<file path="src/rtl/cam_src_pkg.sv">
// -----------------------------------------------------------------------------
// cam_src_pkg
// Shared constants for the camera-timing stimulus source:
//   - FSM state encodings (IDLE, VSYNC, VBACK, ACTIVE, BLANK, FEND)
//   - pattern mode encodings (MODE_MEM, MODE_RAMP, MODE_FRAME, MODE_CHECK)
//   - LINE_BYTES for the default geometry, and helpers used to derive the
//     per-instance geometry constants.
// -----------------------------------------------------------------------------
package cam_src_pkg;

  // FSM states, kept as plain constants so the encoding stays fixed.
  localparam logic [2:0] ST_IDLE   = 3'd0;
  localparam logic [2:0] ST_VSYNC  = 3'd1;
  localparam logic [2:0] ST_VBACK  = 3'd2;
  localparam logic [2:0] ST_ACTIVE = 3'd3;
  localparam logic [2:0] ST_BLANK  = 3'd4;
  localparam logic [2:0] ST_FEND   = 3'd5;

  // Byte pattern selection, sampled at start.
  localparam logic [1:0] MODE_MEM   = 2'd0;
  localparam logic [1:0] MODE_RAMP  = 2'd1;
  localparam logic [1:0] MODE_FRAME = 2'd2;
  localparam logic [1:0] MODE_CHECK = 2'd3;

  // Default geometry: bytes per line = active pixels * bytes per pixel.
  localparam int DEF_H_ACTIVE = 1280;
  localparam int DEF_BPP      = 2;
  localparam int LINE_BYTES   = DEF_H_ACTIVE * DEF_BPP;

  // Bytes per line for an arbitrary parameterisation.
  function automatic int line_bytes(input int h_active, input int bpp);
    return h_active * bpp;
  endfunction

  function automatic int max_int(input int a, input int b);
    return (a > b) ? a : b;
  endfunction

endpackage

</file>
<file path="src/rtl/cam_src_if.sv">
// -----------------------------------------------------------------------------
// cam_src_if
// Camera-side bus of the frame source: the external store read port and the
// sensor-style output stream.
//   mem_addr     byte read address into the external store
//   mem_rd_data  store data, valid one cycle after mem_addr
//   vsync        frame sync, active high
//   href         line valid, active high
//   camera_data  byte qualified by href
// master = the frame source, slave = the store / the image consumer.
// -----------------------------------------------------------------------------
interface cam_src_if #(
  parameter int AW = 18
);
  logic [AW-1:0] mem_addr;
  logic [7:0]    mem_rd_data;
  logic          vsync;
  logic          href;
  logic [7:0]    camera_data;

  modport master (
    output mem_addr, vsync, href, camera_data,
    input  mem_rd_data
  );

  modport slave (
    input  mem_addr, vsync, href, camera_data,
    output mem_rd_data
  );
endinterface

</file>
<file path="src/rtl/cam_src_pattern.sv">
// -----------------------------------------------------------------------------
// cam_src_pattern
// Stage-1 byte mux of the frame source. Built-in patterns are computed from
// the stage-0 position and registered; memory mode passes the store's read
// data straight through, because the store itself provides the stage-1
// register (its data arrives one cycle after the stage-0 address).
// Ports:
//   pclk, rst     clock, synchronous active-high reset
//   href_i        stage-0 line valid
//   mode          pattern select (run-constant)
//   h             low byte of the byte index within the line
//   line3         bit 3 of the line index (checker pattern)
//   frame_idx     index of the frame being emitted
//   mem_rd_data   store read data
//   href_s1       stage-1 (output) line valid, gates camera_data
//   camera_data   output byte, 0 whenever href_s1 is low
// -----------------------------------------------------------------------------
module cam_src_pattern
  import cam_src_pkg::*;
#(
  parameter int FCW = 4
) (
  input  logic           pclk,
  input  logic           rst,
  input  logic           href_i,
  input  logic [1:0]     mode,
  input  logic [7:0]     h,
  input  logic           line3,
  input  logic [FCW-1:0] frame_idx,
  input  logic [7:0]     mem_rd_data,
  input  logic           href_s1,
  output logic [7:0]     camera_data
);

  // frame_idx zero-extended or truncated to one byte.
  localparam int NB = (FCW < 8) ? FCW : 8;

  logic [7:0] pat_d, pat_q;
  logic       mem_sel_d, mem_sel_q;

  always_comb begin
    pat_d     = 8'h00;
    mem_sel_d = (mode == MODE_MEM);
    case (mode)
      MODE_RAMP:  pat_d = h;
      MODE_FRAME: pat_d = 8'(frame_idx[NB-1:0]);
      MODE_CHECK: pat_d = (h[3] ^ line3) ? 8'hFF : 8'h00;
      default:    pat_d = 8'h00;
    endcase
    if (!href_i) pat_d = 8'h00;
  end

  always_ff @(posedge pclk) begin
    if (rst) begin
      pat_q     <= 8'h00;
      mem_sel_q <= 1'b0;
    end else begin
      pat_q     <= pat_d;
      mem_sel_q <= mem_sel_d;
    end
  end

  assign camera_data = !href_s1 ? 8'h00 : (mem_sel_q ? mem_rd_data : pat_q);

endmodule

</file>
<file path="src/rtl/cam_frame_source.sv">
// -----------------------------------------------------------------------------
// cam_frame_source
// Synthesizable camera-timing stimulus source. Generates vsync / href and an
// 8-bit byte stream with configurable geometry, blanking and frame count;
// bytes come from an external 1-cycle-latency store or built-in patterns.
// Ports:
//   pclk        the only clock
//   rst         synchronous reset, active high; aborts a run immediately
//   start       one-cycle pulse starting a run (ignored while busy)
//   stop        one-cycle pulse; the current frame completes, then idle
//   mode        0=memory 1=ramp 2=frame-constant 3=checker (sampled at start)
//   num_frames  frames per run, 0 = continuous (sampled at start)
//   cam         master side of cam_src_if (store port + vsync/href/data)
//   frame_idx   index of the frame being emitted, wraps mod 2^FCW
//   busy        high from the cycle after start until done
//   done        one-cycle pulse at run end
// Optional (macro CAM_SRC_CHECKSUM_EN):
//   frame_sum   16-bit wrapping sum of the href-qualified bytes of a frame
//   sum_valid   pulse one cycle after the last href of the frame
// Timing: stage 0 is the FSM and address; vsync/href/camera_data are stage 1,
// one cycle later. done/busy/frame_idx are stage-0 registered outputs.
// -----------------------------------------------------------------------------
module cam_frame_source
  import cam_src_pkg::*;
#(
  parameter int H_ACTIVE  = 1280,
  parameter int BPP       = 2,
  parameter int V_ACTIVE  = 56,
  parameter int H_BLANK   = 32,
  parameter int VS_LEN    = 50,
  parameter int VB_LEN    = 50,
  parameter int MEM_DEPTH = 143360,
  parameter int AW        = 18,
  parameter int FCW       = 4
) (
  input  logic           pclk,
  input  logic           rst,
  input  logic           start,
  input  logic           stop,
  input  logic [1:0]     mode,
  input  logic [FCW-1:0] num_frames,
  cam_src_if.master      cam,
  output logic [FCW-1:0] frame_idx,
  output logic           busy,
  output logic           done
`ifdef CAM_SRC_CHECKSUM_EN
  ,
  output logic [15:0]    frame_sum,
  output logic           sum_valid
`endif
);

  localparam int LB      = line_bytes(H_ACTIVE, BPP);
  localparam int MAX_LEN = max_int(max_int(LB, H_BLANK), max_int(VS_LEN, VB_LEN));
  // At least 8 bits so the low byte of h is always available to the pattern.
  localparam int CW      = max_int(8, $clog2(MAX_LEN));
  // At least 4 bits so line[3] exists for the checker pattern.
  localparam int LW      = max_int(4, $clog2(V_ACTIVE));

  logic [2:0]     state_d, state_q;
  logic [CW-1:0]  cnt_d, cnt_q;          // cycles spent in the current state; h in ACTIVE
  logic [LW-1:0]  line_d, line_q;
  logic [FCW-1:0] frame_idx_d, frame_idx_q;
  logic [1:0]     mode_d, mode_q;
  logic [FCW-1:0] num_frames_d, num_frames_q;
  logic           stop_flag_d, stop_flag_q;
  logic [AW-1:0]  mem_addr_d, mem_addr_q;
  logic           busy_d, busy_q;
  logic           done_d, done_q;
  logic           href_d, href_q;
  logic           vsync_d, vsync_q;
  logic           last_frame;
  logic [7:0]     cam_data;

  // ---------------------------------------------------------------------------
  // Stage 0: frame/line FSM and store address
  // ---------------------------------------------------------------------------
  always_comb begin
    // NOTE: every signal gets a default before the case so no path leaves it
    // unassigned; an unassigned path would infer a latch.
    state_d      = state_q;
    cnt_d        = cnt_q + CW'(1);
    line_d       = line_q;
    frame_idx_d  = frame_idx_q;
    mode_d       = mode_q;
    num_frames_d = num_frames_q;
    stop_flag_d  = stop_flag_q | (stop & (state_q != ST_IDLE));
    last_frame   = (num_frames_q != '0) && ((frame_idx_q + FCW'(1)) == num_frames_q);

    case (state_q)
      ST_IDLE: begin
        cnt_d = '0;
        if (start) begin
          // start wins over a simultaneous stop: the flag starts clear.
          state_d      = ST_VSYNC;
          frame_idx_d  = '0;
          mode_d       = mode;
          num_frames_d = num_frames;
          stop_flag_d  = 1'b0;
        end
      end
      ST_VSYNC: begin
        if (cnt_q == CW'(VS_LEN - 1)) begin
          state_d = ST_VBACK;
          cnt_d   = '0;
        end
      end
      ST_VBACK: begin
        if (cnt_q == CW'(VB_LEN - 1)) begin
          state_d = ST_ACTIVE;
          cnt_d   = '0;
          line_d  = '0;
        end
      end
      ST_ACTIVE: begin
        if (cnt_q == CW'(LB - 1)) begin
          state_d = ST_BLANK;
          cnt_d   = '0;
        end
      end
      ST_BLANK: begin
        if (cnt_q == CW'(H_BLANK - 1)) begin
          cnt_d = '0;
          if (line_q == LW'(V_ACTIVE - 1)) begin
            state_d = ST_FEND;
          end else begin
            state_d = ST_ACTIVE;
            line_d  = line_q + LW'(1);
          end
        end
      end
      ST_FEND: begin
        cnt_d = '0;
        // A stop arriving in this very cycle still ends the run here.
        if (stop_flag_q || stop || last_frame) begin
          state_d = ST_IDLE;
        end else begin
          state_d     = ST_VSYNC;
          frame_idx_d = frame_idx_q + FCW'(1);
        end
      end
      default: begin
        state_d = ST_IDLE;
        cnt_d   = '0;
      end
    endcase

    // The byte index runs continuously across the lines of a frame, so the
    // address just steps by one (wrapping at MEM_DEPTH) on every ACTIVE byte
    // and restarts at 0 on the first line. It is registered against the
    // stage-0 byte it addresses and holds its value outside ACTIVE.
    mem_addr_d = mem_addr_q;
    if (state_d == ST_ACTIVE) begin
      if (state_q == ST_VBACK)                      mem_addr_d = '0;
      else if (mem_addr_q == AW'(MEM_DEPTH - 1))    mem_addr_d = '0;
      else                                          mem_addr_d = mem_addr_q + AW'(1);
    end

    busy_d  = (state_d != ST_IDLE);
    done_d  = (state_q == ST_FEND) && (state_d == ST_IDLE);

    // Stage-1 sync outputs follow the stage-0 state by one cycle.
    href_d  = (state_q == ST_ACTIVE);
    vsync_d = (state_q == ST_VSYNC);
  end

  always_ff @(posedge pclk) begin
    // NOTE: state registers use non-blocking assignments so every flop samples
    // the pre-edge values, independent of statement order.
    if (rst) begin
      state_q      <= ST_IDLE;
      cnt_q        <= '0;
      line_q       <= '0;
      frame_idx_q  <= '0;
      mode_q       <= MODE_MEM;
      num_frames_q <= '0;
      stop_flag_q  <= 1'b0;
      mem_addr_q   <= '0;
      busy_q       <= 1'b0;
      done_q       <= 1'b0;
      href_q       <= 1'b0;
      vsync_q      <= 1'b0;
    end else begin
      state_q      <= state_d;
      cnt_q        <= cnt_d;
      line_q       <= line_d;
      frame_idx_q  <= frame_idx_d;
      mode_q       <= mode_d;
      num_frames_q <= num_frames_d;
      stop_flag_q  <= stop_flag_d;
      mem_addr_q   <= mem_addr_d;
      busy_q       <= busy_d;
      done_q       <= done_d;
      href_q       <= href_d;
      vsync_q      <= vsync_d;
    end
  end

  // ---------------------------------------------------------------------------
  // Stage 1: byte mux
  // ---------------------------------------------------------------------------
  cam_src_pattern #(
    .FCW (FCW)
  ) u_pattern (
    .pclk        (pclk),
    .rst         (rst),
    .href_i      (state_q == ST_ACTIVE),
    .mode        (mode_q),
    .h           (cnt_q[7:0]),
    .line3       (line_q[3]),
    .frame_idx   (frame_idx_q),
    .mem_rd_data (cam.mem_rd_data),
    .href_s1     (href_q),
    .camera_data (cam_data)
  );

  assign cam.mem_addr    = mem_addr_q;
  assign cam.vsync       = vsync_q;
  assign cam.href        = href_q;
  assign cam.camera_data = cam_data;
  assign frame_idx       = frame_idx_q;
  assign busy            = busy_q;
  assign done            = done_q;

`ifdef CAM_SRC_CHECKSUM_EN
  // ---------------------------------------------------------------------------
  // Per-frame checksum of the emitted bytes
  // ---------------------------------------------------------------------------
  logic        last_d, last_q;           // stage-1 marker of the frame's last byte
  logic [15:0] acc_d, acc_q;
  logic [15:0] frame_sum_d, frame_sum_q;
  logic        sum_valid_d, sum_valid_q;

  always_comb begin
    last_d      = (state_q == ST_ACTIVE) && (cnt_q == CW'(LB - 1)) &&
                  (line_q == LW'(V_ACTIVE - 1));
    acc_d       = acc_q;
    frame_sum_d = frame_sum_q;
    sum_valid_d = 1'b0;
    if ((state_d == ST_VSYNC) && (state_q != ST_VSYNC)) begin
      acc_d = '0;
    end else if (href_q) begin
      acc_d = acc_q + {8'h00, cam_data};
    end
    // The last byte is folded in directly so the sum is ready one cycle later.
    if (href_q && last_q) begin
      frame_sum_d = acc_q + {8'h00, cam_data};
      sum_valid_d = 1'b1;
    end
  end

  always_ff @(posedge pclk) begin
    if (rst) begin
      last_q      <= 1'b0;
      acc_q       <= '0;
      frame_sum_q <= '0;
      sum_valid_q <= 1'b0;
    end else begin
      last_q      <= last_d;
      acc_q       <= acc_d;
      frame_sum_q <= frame_sum_d;
      sum_valid_q <= sum_valid_d;
    end
  end

  assign frame_sum = frame_sum_q;
  assign sum_valid = sum_valid_q;
`endif

endmodule

</file>
<file path="src/flat_wrapper.sv">
// flat-port wrapper written by rule: the top's interface ports become plain ports
module cam_frame_source_flat import cam_src_pkg::*;
#(
  parameter int H_ACTIVE  = 1280,
  parameter int BPP       = 2,
  parameter int V_ACTIVE  = 56,
  parameter int H_BLANK   = 32,
  parameter int VS_LEN    = 50,
  parameter int VB_LEN    = 50,
  parameter int MEM_DEPTH = 143360,
  parameter int AW        = 18,
  parameter int FCW       = 4
)
  (pclk, rst, start, stop, mode, num_frames, frame_idx, busy, done, cam_mem_addr, cam_vsync, cam_href, cam_camera_data, cam_mem_rd_data);
  cam_src_if #(.AW(AW)) cam_i ();
  input  logic pclk;
  input  logic rst;
  input  logic start;
  input  logic stop;
  input  logic [1:0] mode;
  input  logic [FCW-1:0] num_frames;
  output logic [FCW-1:0] frame_idx;
  output logic busy;
  output logic done;
  output wire logic [$bits(cam_i.mem_addr)-1:0] cam_mem_addr;
  output wire logic [$bits(cam_i.vsync)-1:0] cam_vsync;
  output wire logic [$bits(cam_i.href)-1:0] cam_href;
  output wire logic [$bits(cam_i.camera_data)-1:0] cam_camera_data;
  input wire logic [$bits(cam_i.mem_rd_data)-1:0] cam_mem_rd_data;
  assign cam_mem_addr = cam_i.mem_addr;
  assign cam_vsync = cam_i.vsync;
  assign cam_href = cam_i.href;
  assign cam_camera_data = cam_i.camera_data;
  assign cam_i.mem_rd_data = cam_mem_rd_data;
  cam_frame_source #(.H_ACTIVE(H_ACTIVE), .BPP(BPP), .V_ACTIVE(V_ACTIVE), .H_BLANK(H_BLANK), .VS_LEN(VS_LEN), .VB_LEN(VB_LEN), .MEM_DEPTH(MEM_DEPTH), .AW(AW), .FCW(FCW)) u_core (.pclk(pclk), .rst(rst), .start(start), .stop(stop), .mode(mode), .num_frames(num_frames), .cam(cam_i), .frame_idx(frame_idx), .busy(busy), .done(done));
endmodule
</file>
<file path="config.mk">
export PLATFORM = sky130hd
export DESIGN_NAME = cam_frame_source_flat
export DESIGN_NICKNAME = d
export VERILOG_FILES = /design/src/rtl/cam_src_pkg.sv /design/src/rtl/cam_src_if.sv /design/src/rtl/cam_src_pattern.sv /design/src/rtl/cam_frame_source.sv /design/src/flat_wrapper.sv
export SDC_FILE = /design/constraint.sdc
export NUM_CORES = 1
export LEC_CHECK = 0
export ABC_AREA = 1
export CAP_MARGIN = 20
export CELL_PAD_IN_SITES_DETAIL_PLACEMENT = 0
export CELL_PAD_IN_SITES_GLOBAL_PLACEMENT = 1
export CORE_UTILIZATION = 39
export DETAILED_ROUTE_END_ITERATION = 8
export GPL_TIMING_DRIVEN = 1
export HOLD_SLACK_MARGIN = 0.1
export PLACE_DENSITY_LB_ADDON = 0.3
export SYNTH_ARGS = -nofsm -noshare
export SYNTH_HDL_FRONTEND = slang
export SYNTH_SLANG_ARGS = --single-unit
export TNS_END_PERCENT = 1
</file>
<file path="constraint.sdc">
create_clock -name pclk -period 2.3 [get_ports pclk]
set_input_delay 0.575 -clock pclk [delete_from_list [all_inputs] [get_ports pclk]]
set_output_delay 0.575 -clock pclk [all_outputs]
set_load 0.02 [all_outputs]
</file>
# Word level (Yosys, flattened, before mapping)
# Cells that the tools add are included.
# word_totals
ff_bits,63
in_bits,18
out_inout_bits,34
# classes
addsub,4
n_eq_ne,20
n_mux,27
bitwise,4
reduce_logical,17
# op_table
operator,count
12-bit two-way mux,3
18-bit two-way mux,2
12-bit one-hot mux with 3 select lines,1
8-bit two-way mux,3
8-bit one-hot mux with 3 select lines,1
18-bit by 1-bit adder with 18-bit output (second input constant),1
18-bit equality test (second input constant),1
3-bit two-way mux,6
6-bit two-way mux,3
3-bit one-hot mux with 6 select lines,1
12-bit by 1-bit adder with 12-bit output (second input constant),1
12-bit equality test (second input constant),1
12-bit by 5-bit equality test with 1-bit output (second input constant),1
12-bit by 6-bit equality test with 1-bit output (second input constant),1
6-bit one-hot mux with 2 select lines,1
3-bit by 2-bit equality test with 1-bit output (second input constant),3
4-bit two-way mux,2
4-bit one-hot mux with 2 select lines,1
6-bit by 1-bit adder with 6-bit output (second input constant),1
3-bit equality test (second input constant),2
6-bit equality test (second input constant),1
3-bit logical NOT,2
2-bit inequality test (second input constant),3
3-bit nonzero test,2
other kinds (20),28

# Depth between registers and ports, before layout
# Gate-level depths: netlist of the first run.
# depth
word_depth,8
mapped_depth,13
depth_no_buf,13

# Modules after synthesis
# Synthesis of the first run repeated with hierarchy kept, for this count alone.
# hier_totals
cells_unflattened,532
hier_area_um2,3579.7
# modules_own_cells
mod,n_inst,cells_per_inst,area_per_inst_um2,seq_area_each_um2
cam_frame_source,1,456,3091.7,1081.0
cam_src_pattern,1,76,488.0,180.2

# Least setup slack after synthesis of the first run
# Ideal clock, no wire load.
# synth_path
kind,register -> register
start,"reg u_core.frame_idx_q[0], in the netlist u_core.frame_idx[0]"
end,"reg u_core.mem_addr_q[0], in the netlist u_core.cam.mem_addr[0]"
setup_ps,116
arrival_ps,1788
required_ps,2184
path_slack_ps,397
stages_incl_launch_ff,11
path_buffers,1
path_cell_list,dfxtp_1 > ha_1 > xnor2_1 > nand2_1 > nor2_1 > nand3_1 > nand2_1 > nand3_4 > buf_6 > a21oi_1 > nor2_1
# synth_via
elab_chain_cells,7
# synth_rtl
item,line_no,rtl
"start, declared",cam_frame_source.sv:63,"logic [FCW-1:0] frame_idx_d, frame_idx_q;"
"start signal, assigned",cam_frame_source.sv:187,frame_idx_q <= frame_idx_d;
4-bit by 1-bit adder with 4-bit output,cam_frame_source.sv:88,last_frame = (num_frames_q != '0) && ((frame_idx_q + FCW'(1)) == num_frames_q);
4-bit equality test,cam_frame_source.sv:88,
1-bit logical AND,cam_frame_source.sv:88,
1-bit logical OR,cam_frame_source.sv:135,if (stop_flag_q || stop || last_frame) begin
1-bit two-way mux,cam_frame_source.sv:135,
3-bit one-hot mux with 6 select lines,cam_frame_source.sv:90,case (state_q)
3-bit by 2-bit equality test with 1-bit output,cam_frame_source.sv:153,if (state_d == ST_ACTIVE) begin
"end signal, assigned",cam_frame_source.sv:191,mem_addr_q <= mem_addr_d;
"end, declared",cam_frame_source.sv:67,"logic [AW-1:0] mem_addr_d, mem_addr_q;"
# Every way passes these cells.
# A chain may end at the register's enable or synchronous reset.

# Worst setup path after layout of the first run
# layout_path
start,reg u_core.cnt_q[0]
end,"reg u_core.mem_addr_q[7], in the netlist u_core.cam.mem_addr[7]"
# layout_via
elab_chain_cells,4
# layout_rtl
item,line_no,rtl
"start, declared",cam_frame_source.sv:61,"logic [CW-1:0] cnt_d, cnt_q;"
"start signal, assigned",cam_frame_source.sv:185,cnt_q <= cnt_d;
12-bit by 5-bit equality test with 1-bit output (tied with other cells),cam_frame_source.sv:122,if (cnt_q == CW'(H_BLANK - 1)) begin
"3-bit two-way mux, on equally long branches",n/a,
3-bit one-hot mux with 6 select lines (*),cam_frame_source.sv:90,
3-bit by 2-bit equality test with 1-bit output (*),cam_frame_source.sv:153,
# Mark *: on every way between the ends. The rest lies on a longest branch, timed or not.

==> results of run 1 <==
-- final timing paths --
check,startpoint,end,cells after the start
max,u_core.cnt_q[0],u_core.cam.mem_addr[7],9
min,u_core.mode_q[1],u_core.u_pattern.mem_sel_q,1
max reg2reg,u_core.cnt_q[0],u_core.cam.mem_addr[7],9
min reg2reg,u_core.mode_q[1],u_core.u_pattern.mem_sel_q,1
-- layout make-up --
| class | count | area [um2] |
|---|---|---|
| fill | 915 | 4380 |
| multi-input combinational | 393 | 2030 |
| sequential | 63 | 1260 |
| timing repair buffer | 64 | 598 |
| inverter | 53 | 199 |
| tap | 108 | 135 |
| clock buffer | 9 | 124 |
| clock inverter | 7 | 80.1 |
-- synth_stat cells, types with 2 or more instances --
cell type,n
sky130_fd_sc_hd__a21oi_1,34
sky130_fd_sc_hd__a221oi_1,4
sky130_fd_sc_hd__a31o_2,2
sky130_fd_sc_hd__a31oi_1,3
sky130_fd_sc_hd__and3_1,2
sky130_fd_sc_hd__buf_2,2
sky130_fd_sc_hd__buf_4,2
sky130_fd_sc_hd__buf_6,5
sky130_fd_sc_hd__clkbuf_1,3
sky130_fd_sc_hd__clkinv_1,2
sky130_fd_sc_hd__dfxtp_1,63
sky130_fd_sc_hd__ha_1,5
sky130_fd_sc_hd__inv_1,50
sky130_fd_sc_hd__nand2_1,107
sky130_fd_sc_hd__nand2_2,2
sky130_fd_sc_hd__nand2_4,3
sky130_fd_sc_hd__nand3_1,40
sky130_fd_sc_hd__nand3_2,15
sky130_fd_sc_hd__nand3b_1,2
sky130_fd_sc_hd__nand4_1,16
sky130_fd_sc_hd__nor2_1,95
sky130_fd_sc_hd__nor2_2,3
sky130_fd_sc_hd__nor2_4,3
sky130_fd_sc_hd__nor3_1,10
sky130_fd_sc_hd__nor3_2,5
sky130_fd_sc_hd__nor3b_1,2
sky130_fd_sc_hd__o21ai_0,18
sky130_fd_sc_hd__or2_2,4
sky130_fd_sc_hd__xnor2_1,4
sky130_fd_sc_hd__xor2_1,5
-- through the flow --
stage | std cells | hold WS [ps]
after detailed placement | 681 | 449
after global placement | 681 | 441
final | 697 | 467
after CTS | 697 | 463
after global routing | 697 | 494
after floorplan | 521 | 419
-- placed cells by master, fill, tap and decap left out, types with 2 or more instances in the layout --
master	n
sky130_fd_sc_hd__a221oi_1	4
sky130_fd_sc_hd__nand2_4	3
sky130_fd_sc_hd__nand2_2	2
sky130_fd_sc_hd__nand4_1	16
sky130_fd_sc_hd__dlygate4sd2_1	8
sky130_fd_sc_hd__dfxtp_1	62
sky130_fd_sc_hd__nor3_1	10
sky130_fd_sc_hd__nand3b_1	2
sky130_fd_sc_hd__a31oi_1	3
sky130_fd_sc_hd__inv_6	2
sky130_fd_sc_hd__nor2_2	3
sky130_fd_sc_hd__and3_1	2
sky130_fd_sc_hd__nor2_4	3
sky130_fd_sc_hd__xor2_1	5
sky130_fd_sc_hd__clkdlybuf4s50_1	43
sky130_fd_sc_hd__xnor2_1	4
sky130_fd_sc_hd__a31o_2	2
sky130_fd_sc_hd__inv_1	50
sky130_fd_sc_hd__nand3_1	40
sky130_fd_sc_hd__clkinv_1	2
sky130_fd_sc_hd__a21oi_1	34
sky130_fd_sc_hd__buf_4	13
sky130_fd_sc_hd__clkbuf_8	9
sky130_fd_sc_hd__o21ai_0	18
sky130_fd_sc_hd__clkinv_4	2
sky130_fd_sc_hd__nor3_2	5
sky130_fd_sc_hd__nand2_1	107
sky130_fd_sc_hd__clkinvlp_4	2
sky130_fd_sc_hd__nor3b_1	2
sky130_fd_sc_hd__nand3_2	15
sky130_fd_sc_hd__nor2_1	95
sky130_fd_sc_hd__or2_2	4
sky130_fd_sc_hd__ha_1	5
-- sequential cells by signal (all words and copies together), names as in the netlist --
name	count
u_core.num_frames_q	4
u_core.busy	1
u_core.u_pattern.pat_q	8
u_core.stop_flag_q	1
u_core.cnt_q	12
u_core.cam.href	1
u_core.frame_idx	4
u_core.line_q	6
u_core.cam.vsync	1
u_core.state_q	3
u_core.mode_q	2
u_core.cam.mem_addr	18
u_core.u_pattern.mem_sel_q	1
u_core.done	1
-- critical path: cells and delay by family, from the launching register on --
kind,cells,cell delay (ps)
buffers and inverters,1,260
DFF,1,410
adders and majority gates,1,230
and+or+nand+nor,7,1100
-- routing by layer --
metal	global-route usage	part of all wire	vias to the layer above
met5	0	0	-
met4	0.0629	0.013	0
met3	0.0379	0.042	9
met2	0.318	0.44	76
met1	0.280	0.51	1623
li1	-	-	1847
-- report_power, final --
group	switching, mW	internal, mW
Combinational	0.102	0.0717
Clock	0.477	0.511
Sequential	0.0131	1.11
Total	0.592	1.69
-- repair_timing --
action	4_1_cts	5_1_grt
pin swaps	0	0
hold buffers	0	0
resized for setup	8	1
setup endpoints to repair	8	3
-- cells by family (layout without fill, tap and decap cells) --
group / Yosys count / count (layout) / share of synthesized area
and+or+nand+nor: 312 / 312 / 0.422
AOI/OAI and AO/OA: 67 / 67 / 0.105
buffers and inverters: 65 / 133 / 0.0814
DFF: 63 / 63 / 0.352
xor gates and xnor gates: 9 / 9 / 0.0220
adders and majority gates: 5 / 5 / 0.0175
==> flow_summary.rst, run 1 <==
.. list-table::
   :header-rows: 1

   * - Metric
     - Value
   * - Count of routing violations after the opening detailed-route iteration
     - between 100 and 150
   * - Effective utilization at floorplan
     - 0.407
   * - Post-detailed-route count of antenna-violating nets
     - 0
   * - Vias in the first global route
     - 3387
   * - Setup bufs post-CTS
     - 0
   * - Weighted congestion reported at the end of routability-driven placement
     - approximately 0.86
   * - Cell with the largest stage delay on the worst path
     - sky130_fd_sc_hd__dfxtp_1
   * - Max VDD drop
     - ~0.00031 V
   * - Wire length per cell after detailed routing
     - about 13 um
   * - Count of pins on the block boundary
     - 52
   * - Final Skew
     - 14.3 ps
   * - Post-route minimum period
     - about 2100 ps
   * - Number of maximum-capacitance violations
     - 0
   * - Fraction of final layout cells sized beyond drive strength 1
     - 0.119
   * - DIE WIDTH
     - just under 100 um
   * - Remaining max-slew budget at the tightest pin
     - 0.642
   * - Final-report hold violation count
     - 0
   * - Synth Instances
     - ~520
   * - Total of endpoints with negative setup slack in the final report
     - 0
   * - Main area contributors after synthesis
     - sky130_fd_sc_hd__dfxtp_1 (35%), sky130_fd_sc_hd__nand2_1 (11%), sky130_fd_sc_hd__nor2_1 (10%), sky130_fd_sc_hd__nand3_1 (5.6%), sky130_fd_sc_hd__inv_1 (5.2%)
   * - Die area
     - 0.00957 mm2
   * - Standard cell area after detailed placement
     - roughly 0.0042 mm2
   * - Core area
     - 0.00881 mm2
   * - Critical path class
     - register to register
   * - Post-Syn Area
     - about 0.0036 mm2
   * - Longest Clk Path Bufs
     - 2
   * - Setup repair after global routing missed its margin
     - no
   * - Global-route congestion overflow total
     - 0
   * - Antenna violations before repair
     - 0
   * - Post-route worst setup slack
     - between 150 and 200 ps
   * - Design Power
     - 2.28 mW
   * - Die outline height
     - 97.8 um
   * - CP max FO
     - 23
   * - Final Cycle Share
     - 0.913
   * - Worst slew pin tran
     - around 530 ps
   * - Post-synth EDFFs
     - 0
   * - Total CTS buffers
     - 9
   * - Yosys reg bits
     - 63
   * - Largest net degree at the start of global routing
     - 28
   * - Worst reg-to-reg setup slack
     - about 200 ps
   * - Post-layout nets
     - approximately 610
   * - Pre-Repair DR Iteration Count
     - 6
   * - Cell with the most instances on the worst path
     - sky130_fd_sc_hd__nand3_2
   * - Clk slew on worst S/H paths
     - ~80 ps
   * - Synthesis Warnings
     - 0
   * - H-tree depth
     - 3
   * - Run status
     - finished with violations
   * - Number of buffers added on ports
     - just over 50
   * - Chain of cells forming the critical path
     - ha_1 > nand3_2 > nor2_4 > nand4_1 > nand2_4 > buf_4 > nand3_2 > nand2_1 > nor2_1
   * - Area leader, netlist
     - sky130_fd_sc_hd__dfxtp_1
   * - Routed vias/inst
     - around 5
   * - Startpoint kind of the worst setup timing path
     - register
   * - Core Rows
     - 34
   * - Achievable clock frequency
     - between 400 and 500 MHz
   * - Setup tns final
     - 0 ps
   * - Dpl ws
     - -85.4 ps
   * - Most common flop cell mapped by yosys
     - sky130_fd_sc_hd__dfxtp_1
   * - Endpoint class of the critical path
     - register
   * - Diode count
     - 0
   * - Required time of the critical path
     - approximately 2500 ps
   * - Overall routed net length
     - a little under 9000 um
   * - Synth top area share
     - 0.352
   * - Master cell of the clock root buffer
     - sky130_fd_sc_hd__clkbuf_8
   * - Number of remaining DRC errors
     - 16
   * - Gr usage total
     - 0.202
   * - Total number of vias
     - ~3600
   * - Async SR Flop Fraction
     - 0
   * - Violated checks
     - design-rule violations
   * - Type of the most critical hold path
     - register to register
   * - Clock insertion delay at the later pin of the skew report
     - around 350 ps
   * - Placed wire-length estimate after detailed placement
     - around 6600 um
   * - Synthesized net count
     - around 540
   * - Distinct cells, synth
     - 40
   * - Layout area overhead
     - 23.6%
   * - Leakage power of the design
     - ~1.7 nW
   * - Final core utilization
     - 0.503
   * - Cell area after layout
     - between 0.004 and 0.005 mm2
   * - First-pass GRT wire length
     - about 16000 um
   * - Mean area per synthesized cell
     - about 6.9 um2
   * - Clock sink count
     - 63
   * - TritonCTS clock tree
     - built
   * - Maximum single-stage delay on the critical path
     - 410 ps
   * - Max-slew violation count
     - 0
   * - Sequential fraction of the synthesis area
     - 0.352
   * - Worst Path Arrival
     - between 2000 and 2500 ps
   * - Power per cell area
     - 516 mW/mm2
No activity file was read; power rests on OpenSTA's default activity.
==> run 2, diff against run 1 <==
Settings changed: SYNTH_HIERARCHICAL set to 1.
==> flow_summary.rst, run 2 <==
.. list-table::
   :header-rows: 1

   * - Metric
     - Value
   * - Vias in the first global route
     - 3287 (-3.0%)
   * - Achievable clock frequency
     - 477 MHz (+0.24%)
   * - Final Skew
     - 8.32 ps (-5.99 ps)
   * - Die outline height
     - 97.8 um (about the same)
   * - Violated checks
     - design-rule violations
   * - Total CTS buffers
     - 9 (unchanged)
   * - Wire length per cell after detailed routing
     - 12.3 um (-3.2%)
   * - Type of the most critical hold path
     - register to register
   * - Max-slew violation count
     - 0 (unchanged)
   * - Required time of the critical path
     - 1730 ps (-810 ps)
   * - Async SR Flop Fraction
     - 0 (unchanged)
   * - Logic depth of the worst setup path including buffers
     - 4 (-5)
   * - Total of cells resized after clock tree synthesis
     - 8 (unchanged)
   * - Maximum single-stage delay on the critical path
     - 450 ps (+40 ps)
   * - Count of pins on the block boundary
     - 52 (unchanged)
   * - Clock sink count
     - 63 (unchanged)
   * - Number of remaining DRC errors
     - 4 (-12)
   * - Remaining max-slew budget at the tightest pin
     - 0.571 (-0.0707)
   * - Startpoint kind of the worst setup timing path
     - input port
   * - Setup repair after global routing missed its margin
     - no
   * - Cell with the largest stage delay on the worst path
     - sky130_fd_sc_hd__clkdlybuf4s50_1
   * - Post-synth EDFFs
     - 0 (unchanged)
   * - Critical path class
     - input port to primary output
   * - Run status
     - finished with violations
   * - Post-Syn Area
     - 0.00358 mm2 (about the same)
   * - Die area
     - 0.00957 mm2 (about the same)
   * - Chain of cells forming the critical path
     - clkdlybuf4s50_1 > nor2_1 > nor2_1 > dlygate4sd2_1
   * - TritonCTS clock tree
     - built
   * - Power per cell area
     - 488 mW/mm2 (-5.4%)
   * - Weighted congestion reported at the end of routability-driven placement
     - 0.861 (-0.28%)
   * - Routed vias/inst
     - 5.03 (-1.3%)
   * - Longest Clk Path Bufs
     - 2 (unchanged)
   * - Number of buffers added on ports
     - 51 (unchanged)
   * - Top Family by Delay on Critical Path
     - buffers and inverters
   * - Synthesis Warnings
     - 6 (+6)
   * - Worst Hold Margin
     - 448 ps (-19.0 ps)
   * - Master cell of the clock root buffer
     - sky130_fd_sc_hd__clkbuf_8
   * - Number of maximum-capacitance violations
     - 0 (unchanged)
   * - Endpoint class of the critical path
     - primary output
   * - Post-route minimum period
     - 2100 ps (-5.01 ps)
   * - Post-layout nets
     - 620 (+2.1%)
   * - Total area of sequential cells
     - 0.00126 mm2 (about the same)
   * - Effective utilization at floorplan
     - 0.407 (about the same)
   * - Final Cycle Share
     - 0.911 (-0.00218)
   * - Number of cells traversed by the worst hold path
     - 2 (+1)
   * - Core area
     - 0.00881 mm2 (unchanged)
   * - Post-detailed-route count of antenna-violating nets
     - 0 (unchanged)
   * - Layout area overhead
     - 24.1%
   * - Top library cells by usage in the layout, fill and taps aside
     - sky130_fd_sc_hd__nand2_1 (117), sky130_fd_sc_hd__nor2_1 (81), sky130_fd_sc_hd__dfxtp_1 (63)
   * - Count of routing violations after the opening detailed-route iteration
     - 170 (+33%)
   * - Synthesized net count
     - 555 (+2.0%)
   * - Setup bufs post-CTS
     - 0 (unchanged)
   * - H-tree depth
     - 3 (unchanged)
   * - Worst slew pin tran
     - 637 ps (+104 ps)
   * - Cell with the most instances on the worst path
     - sky130_fd_sc_hd__nor2_1
   * - Sequential fraction of the synthesis area
     - 0.352 (about the same)
   * - Main area contributors after synthesis
     - sky130_fd_sc_hd__dfxtp_1 (35%), sky130_fd_sc_hd__nand2_1 (12%), sky130_fd_sc_hd__nor2_1 (8.5%), sky130_fd_sc_hd__nand3_1 (7.0%), sky130_fd_sc_hd__inv_1 (6.4%)
   * - Most common flop cell mapped by yosys
     - sky130_fd_sc_hd__dfxtp_1
   * - Distinct cells, synth
     - 39 (-2.5%)
   * - Total of endpoints with negative setup slack in the final report
     - 0 (unchanged)
   * - Diode count
     - 0 (unchanged)
   * - First-pass GRT wire length
     - 15200 um (-4.3%)
   * - Synth top area share
     - 0.352 (about the same)
   * - DIE WIDTH
     - 97.8 um (about the same)
   * - Final core utilization
     - 0.505 (+0.00185)
   * - Clock insertion delay at the later pin of the skew report
     - 330 ps (-20 ps)
   * - Gr usage total
     - 0.197 (-0.00508)
   * - Core Rows
     - 34 (unchanged)
   * - Area leader, netlist
     - sky130_fd_sc_hd__dfxtp_1
   * - Largest net degree at the start of global routing
     - 19 (-32%)
   * - Total number of vias
     - 3574 (+0.53%)
   * - CP max FO
     - 1 (-96%)
   * - Worst-case reg-to-reg path depth
     - 11 (+2)
   * - Number of buffer and inverter instances along the worst setup path
     - 2 (+1)
   * - Clk slew on worst S/H paths
     - 70 ps (about the same)
   * - Synth Instances
     - 532 (+2.1%)
   * - Count of filler cells inserted in the layout
     - 889 (-2.8%)
   * - Most instantiated cells after synthesis
     - sky130_fd_sc_hd__nand2_1 (117), sky130_fd_sc_hd__nor2_1 (81), sky130_fd_sc_hd__dfxtp_1 (63)
   * - Global-route congestion overflow total
     - 0 (unchanged)
   * - Fraction of final layout cells sized beyond drive strength 1
     - 0.103 (-0.0159)
   * - Most common cell after layout, fill and taps aside
     - sky130_fd_sc_hd__nand2_1
   * - Max FFs per register
     - 18 (unchanged)
   * - Final-report hold violation count
     - 0 (unchanged)
   * - Mean area per synthesized cell
     - 6.73 um2 (-2.1%)
   * - Library cell with the highest instance count after synthesis
     - sky130_fd_sc_hd__nand2_1
   * - Multi-input combinational cell area
     - 0.00199 mm2 (-2.0%)
   * - Overall routed net length
     - 8760 um (-1.4%)
   * - Pre-Repair DR Iteration Count
     - 6 (unchanged)
   * - Worst Path Arrival
     - 1520 ps (-820 ps)
   * - Max VDD drop
     - 0.000246 V (-20%)
   * - Placed wire-length estimate after detailed placement
     - 6520 um (-1.4%)
   * - Hold buffer count at CTS
     - 0 (unchanged)
   * - Leakage power of the design
     - 1.87 nW (+8.2%)
   * - Antenna violations before repair
     - 0 (unchanged)
   * - Yosys reg bits
     - 63 (unchanged)
run 2: stage by stage:
step	worst slack [ps]	instances	total power, mW	cell area (um2)	setup TNS (ps)
after floorplan	276	532	1.25	3580	0
after global placement	-60.0	694	1.32	4280	-358
after detailed placement	-80.4	694	1.32	4280	-474
after CTS	196	710	2.21	4440	0
after global routing	89.5	710	2.28	4440	0
final	205	710	2.17	4440	0
run 2: worst register-to-register path: stages (launching register included):
cell	delay, ps
sky130_fd_sc_hd__dfxtp_1	380
sky130_fd_sc_hd__ha_1	220
sky130_fd_sc_hd__nand3_2	160
sky130_fd_sc_hd__nor2_8	130
sky130_fd_sc_hd__nand4_4	100
sky130_fd_sc_hd__nand2_4	140
sky130_fd_sc_hd__inv_2	40
sky130_fd_sc_hd__nor2_2	160
sky130_fd_sc_hd__nand2_4	140
sky130_fd_sc_hd__buf_4	200
sky130_fd_sc_hd__a21oi_1	140
sky130_fd_sc_hd__nor2_1	50
run 2: worst paths after layout:
check,startpoint,endpoint,slack [ps]
hold / removal,u_core/line_q[5],u_core/line_q[5],450
setup reg to reg,u_core/cnt_q[1],u_core/cam.mem_addr[4],330
setup / recovery,cam_mem_rd_data[2],cam_camera_data[2],200
hold reg to reg,u_core/line_q[5],u_core/line_q[5],450
run 2: where the power goes:
group | switching, mW | internal (mW) | total [mW]
registers | 0.0163 | 1.11 | 1.12
logic | 0.0947 | 0.0765 | 0.171
clock network | 0.426 | 0.448 | 0.874
total | 0.537 | 1.63 | 2.17
run 2: area by class of cell:
class | instances | share of cell area
clock buffers | 13 | 0.0358
clock inverters | 3 | 0.00394
inverters | 67 | 0.0566
multi-input cells | 391 | 0.447
flip-flops and latches | 63 | 0.284
well taps | 108 | 0.0304
repair buffers | 65 | 0.142
run 2: cell families after synthesis:
family	synth area share
and+or+nand+nor	0.412
DFF	0.352
xor gates and xnor gates	0.0171
AOI/OAI and AO/OA	0.109
adders and majority gates	0.0175
buffers and inverters	0.0923
run 2: metal layers:
metal	wire [um]	track usage
met1	4200	0.254
met2	4180	0.332
met4	43	0.0524
met5	0	0
met3	336	0.0465
==> variant 1: new RTL, config.mk and constraints of run 1 <==
`MEM_DEPTH` is set to 143360 in 2 places; all go to 71680.
--- a/src/rtl/cam_frame_source.sv
+++ b/src/rtl/cam_frame_source.sv
@@ -29,7 +29,7 @@
   parameter int H_BLANK   = 32,
   parameter int VS_LEN    = 50,
   parameter int VB_LEN    = 50,
-  parameter int MEM_DEPTH = 143360,
+  parameter int MEM_DEPTH = 71680,
   parameter int AW        = 18,
   parameter int FCW       = 4
 ) (
--- a/src/flat_wrapper.sv
+++ b/src/flat_wrapper.sv
@@ -7,7 +7,7 @@
   parameter int H_BLANK   = 32,
   parameter int VS_LEN    = 50,
   parameter int VB_LEN    = 50,
-  parameter int MEM_DEPTH = 143360,
+  parameter int MEM_DEPTH = 71680,
   parameter int AW        = 18,
   parameter int FCW       = 4
 )
Check against the original RTL: same outputs for any inputs over 10 cycles, from zero or initial values and one cycle with rst high; that may be too few to reach the edited logic, so the function may still have changed.
==> variant 1 against run 1 <==
Area after synthesis fell by 3.4%; power fell by 0.90%; global-route usage rose by 0.22 points; worst setup slack improved by 0.023 ns; die area fell by 3.3%; sequential cell count did not move; wire length fell by 0.45%; critical endpoint is now frame_idx[0]; utilization rose by 0.15 points; first-iteration DRC count fell by 3.1%; final cell count rose by 0.14%; design area fell by 1.6%; count of clock-buffer cells in the layout rose by 3; highest routed layer unchanged; via count fell by 3.1%.
==> variant 1: results (changes against run 1) <==
| Metric | Value |
|---|---|
| Multi-In Gates | `387 (-1.5%)` |
| Drc violations | `0 (-16)` |
| Met1 Track Usage GR | `22.2% (-5.9 points)` |
| Post-synthesis sequential area ratio | `36.4% (+1.2 points)` |
| Fillers | `916 (+0.11%)` |
| Final Skew | `0.00802 ns (-0.00628 ns)` |
| Clock-cell share | `4.54% (-0.067 points)` |
| Multi-input combinational area share | `44.1% (-1.7 points)` |
| Detailed-routed wire length on met3 | `416 µm (+11%)` |
| Largest delay share family, worst path | `buffers and inverters` |
| Post-synthesis compound-gate area fraction | `10.7% (+0.22 points)` |
| Global-route wire length before repair | `14600 µm (-7.7%)` |
| Drt first pass iters | `5 (-1)` |
| Met2 Usage GRT | `38.4% (+6.6 points)` |
| Synth warn | `0 (unchanged)` |
| Final non-filler cell total | `698 (+0.14%)` |
| Area share of fa/ha/maj cells after synthesis | `1.81% (+0.061 points)` |
| WL per Instance | `12.7 µm (-0.59%)` |
| Pin count of the biggest net entering global routing | `23 (-18%)` |
| Leak pwr | `1.80 nW (+3.9%)` |
| Synth area leaders | `dfxtp_1, nand2_1, nor2_1, inv_1, nand3_1` |
| Crit path max fanout | `8 (-65%)` |
| Final Power | `0.00226 W (-0.90%)` |
| Metal-1 WL | `3860 µm (-14%)` |
| Vias in the first global route | `3282 (-3.1%)` |
| Max stage delay cell, worst path | `clkdlybuf4s50_1` |
| Non-clock inverters | `61 (+15%)` |
| Synth-to-layout area growth | `25.8%` |
| Gate power share | `7.2% (-0.4 points)` |
| Drt initial violations | `124 (-3.1%)` |
| Worst Tran Pin Value | `0.537 ns (+0.00440 ns)` |
| Non-clock buffers, area share | `14.0% (+0.51 points)` |
| Mux contribution to synthesized area | `0% (unchanged)` |
| Post-Synth XOR/XNOR Area | `3.80% (+1.6 points)` |
| M3 GR Usage | `4.98% (+1.2 points)` |
| Worst Path Arrival | `1.50 ns (-0.84 ns)` |
| Sequential cell area | `0.00126 mm² (about the same)` |
| Switching fraction of total power | `23.5% (-2.5 points)` |
| Maximum vdd drop | `300 µV (-2.9%)` |
| Post-DP HPWL | `6640 µm (+0.48%)` |
| Post-placement cell count | `683 (+0.29%)` |
| Core area | `0.00864 mm² (-1.9%)` |
| Status | `complete, no violations` |
| GRT Total Usage | `20.5% (+0.22 points)` |
| GP Congestion | `0.916 (+6.1%)` |
| Clock Buffer Count | `12 (+3)` |
==> variant 1: cell types whose count changed after synthesis, moves of 4 or more <==
cell	before	now
nand3_2	15	1
inv_1	50	57
buf_6	5	1
nand2_1	107	114
nor3_1	10	15
xor2_1	5	14
==> variant 1: final timing paths <==
check / to / start / slack, ns / cells after the start
worst max-delay path: frame_idx[0] / u_core.frame_idx[0] / 0.22 / 1
worst min-delay path: u_core.u_pattern.mem_sel_q / u_core.mode_q[1] / 0.47 / 1
worst max register to register: u_core.done / u_core.cnt_q[0] / 0.31 / 9
worst min register to register: u_core.u_pattern.mem_sel_q / u_core.mode_q[1] / 0.47 / 1
==> variant 1: worst register-to-register path, delay by kind of cell (launching register included) <==
family	cells	cell delay, ns
adders and majority gates	1	0.19
and+or+nand+nor	7	1.13
buffers and inverters	1	0.20
DFF	1	0.41
==> variant 2: new RTL, config.mk and constraints of run 1 <==
Made on the original files. Take the reset off `mem_addr_q` and load it in a clocked block of its own.
--- a/src/rtl/cam_frame_source.sv
+++ b/src/rtl/cam_frame_source.sv
@@ -175,7 +175,6 @@
       mode_q       <= MODE_MEM;
       num_frames_q <= '0;
       stop_flag_q  <= 1'b0;
-      mem_addr_q   <= '0;
       busy_q       <= 1'b0;
       done_q       <= 1'b0;
       href_q       <= 1'b0;
@@ -188,12 +187,15 @@
       mode_q       <= mode_d;
       num_frames_q <= num_frames_d;
       stop_flag_q  <= stop_flag_d;
-      mem_addr_q   <= mem_addr_d;
       busy_q       <= busy_d;
       done_q       <= done_d;
       href_q       <= href_d;
       vsync_q      <= vsync_d;
     end
+  end
+
+  always_ff @(posedge pclk) begin
+    mem_addr_q <= mem_addr_d;
   end
 
   // ---------------------------------------------------------------------------
Behaviour: same outputs for any inputs over 10 cycles, from zero or initial values and one cycle with rst high; that may be too few to reach the edited logic, so the function may still have changed.
==> variant 2 against run 1 <==
Power down 3.0%; area after synthesis fell by 7.8%; via count shrank 16%; design area shrank 5.2%; non-clock buffer count grew 1; largest power group unchanged; first-iteration DRC count up 0.78%; worst setup slack barely moved; clock power is 13% lower; critical path type is now in -> out; largest cell class unchanged; wire length fell by 16%; sequential cell count is the same.
==> variant 2: results (changes against run 1) <==
| Metric | Value |
|---|---|
| CTS Root Buffer Type | `clkbuf_8` |
| Post-DP HPWL | `5480 µm (-17%)` |
| Maximum vdd drop | `291 µV (-5.7%)` |
| Fillers | `811 (-11%)` |
| Drt initial violations | `129 (+0.78%)` |
| Final net count | `529 (-13%)` |
| Max stage delay cell, worst path | `clkdlybuf4s50_1` |
| Hold crit path type | `reg -> reg` |
| Maximum clock path buffer count | `2 (unchanged)` |
| Final Skew | `0.00901 ns (-0.00530 ns)` |
| Worst Tran Pin Value | `0.518 ns (-0.0150 ns)` |
| Status | `complete, no violations` |
| Global-route wire length before repair | `12800 µm (-19%)` |
| Pin count of the biggest net entering global routing | `21 (-25%)` |
| Synth area leaders | `dfxtp_1, edfxtp_1, nand2_1, nor2_1, nand3_1` |
| Post-synth cell types | `32 (-20%)` |
| Initial antenna violation count | `0 (unchanged)` |
| H-tree lvl count | `3 (unchanged)` |
| TritonCTS Buffers | `9 (unchanged)` |
| Worst skew pair latency | `0.34 ns` |
| Asr flop ratio synth | `0% (unchanged)` |
| Largest stage delay, worst path | `0.46 ns (+0.05 ns)` |
| Clock Pin Slew Worst Setup and Hold Paths | `0.07 ns` |
| Layout cells sized above 1 | `10.4% (-1.5 points)` |
| Synth Net Count | `460 (-15%)` |
| Worst Path Arrival | `1.53 ns (-0.81 ns)` |
| Largest register FFs | `18 (unchanged)` |
| Post-synth top cells | `nand2_1, nor2_1, dfxtp_1` |
| N_diodes | `0 (unchanged)` |
| Largest delay share family, worst path | `buffers and inverters` |
| # port buffers | `51 (unchanged)` |
| Vias in the first global route | `2728 (-19%)` |
| Leak pwr | `1.67 nW (-3.3%)` |
| Crit path max fanout | `1 (-96%)` |
| ANT nets after route | `0 (unchanged)` |
| Row Count | `33 (-2.9%)` |
| GRT Total Usage | `18.7% (-1.5 points)` |
| Total global routing overflow | `0 (unchanged)` |
| WL per Instance | `12.1 µm (-5.2%)` |
| Drt first pass iters | `4 (-2)` |
| Routed vias | `2994 (-16%)` |
| GP Congestion | `0.828 (-4.1%)` |
| Synth warn | `0 (unchanged)` |
| Post-synthesis sequential area ratio | `43.7% (+8.4 points)` |
| Number of setup buffers added after CTS | `0 (unchanged)` |
| Number of flops mapped to enable cells by yosys | `18 (+18)` |
==> variant 2: cell types whose count changed in the layout (fill, tap and decap cells not counted), sizes merged, moves of 7 or more <==
cell / change
nand2: -32
nand3: -19
xor2: +7
dfxtp: -18
edfxtp: +18
nor2: -10
nand4: -11
inv: -9
==> variant 2: area by class of cell <==
class	instances	area share, %
clock buffers	15	3.97
clock inverters	1	0.119
inverters	44	3.94
multi-input cells	323	39.8
flip-flops and latches	63	34.4
well taps	105	3.13
repair buffers	65	14.7
==> variant 2: per-stage QoR <==
stage                     worst slack (ns)  power [W]  instance area [µm²]  std cells  TNS, ns
after floorplan                      0.163    0.00130                 3310        437        0
after global placement             -0.0415    0.00137                 4030        600   -0.303
after detailed placement           -0.0817    0.00138                 4030        600   -0.449
after CTS                            0.191    0.00223                 4190        616        0
after global routing                0.0462    0.00230                 4200        616        0
final                                0.200    0.00221                 4200        616        0
==> variant 2: repair_timing <==
item                                    in CTS  in global routing
hold endpoints to repair                     0                  0
resized for setup                            8                  1
endpoints found under the setup margin       8                  3
==> variant 2: layer usage <==
metal  vias to the layer above  track usage [%]  wire length, µm
met4                         0             8.46              148
met5                         -                0                0
li1                       1577                -                -
met3                        14             3.16              289
met2                        59             29.7             3370
met1                      1344             24.7             3630
==> variant 2: logic make-up (layout without fill, tap and decap cells) <==
family,after synthesis,in the layout,synth area share (%)
adders and majority gates,5,5,1.90
DFF,63,63,43.7
buffers and inverters,51,125,6.18
xor gates and xnor gates,20,20,5.31
and+or+nand+nor,239,239,32.9
AOI/OAI and AO/OA,59,59,10.1
==> variant 2: worst paths after layout <==
check | startpoint | end | slack [ns] | cells past startpoint
worst max-delay path | cam_mem_rd_data[6] | cam_camera_data[6] | 0.20 | 4
worst min-delay path | u_core.mode_q[0] | u_core.u_pattern.mem_sel_q | 0.45 | 1
worst max register to register | u_core.cam.mem_addr[1] | u_core.cam.mem_addr[11] | 0.25 | 9
worst min register to register | u_core.mode_q[0] | u_core.u_pattern.mem_sel_q | 0.45 | 1
==> variant 2: report_power, final <==
group | switching (W) | total (W) | internal [W]
combinational | 0.0000932 | 0.000174 | 0.0000812
clock | 0.000411 | 0.000862 | 0.000451
sequential | 0.0000209 | 0.00118 | 0.00116
total | 0.000525 | 0.00221 | 0.00169
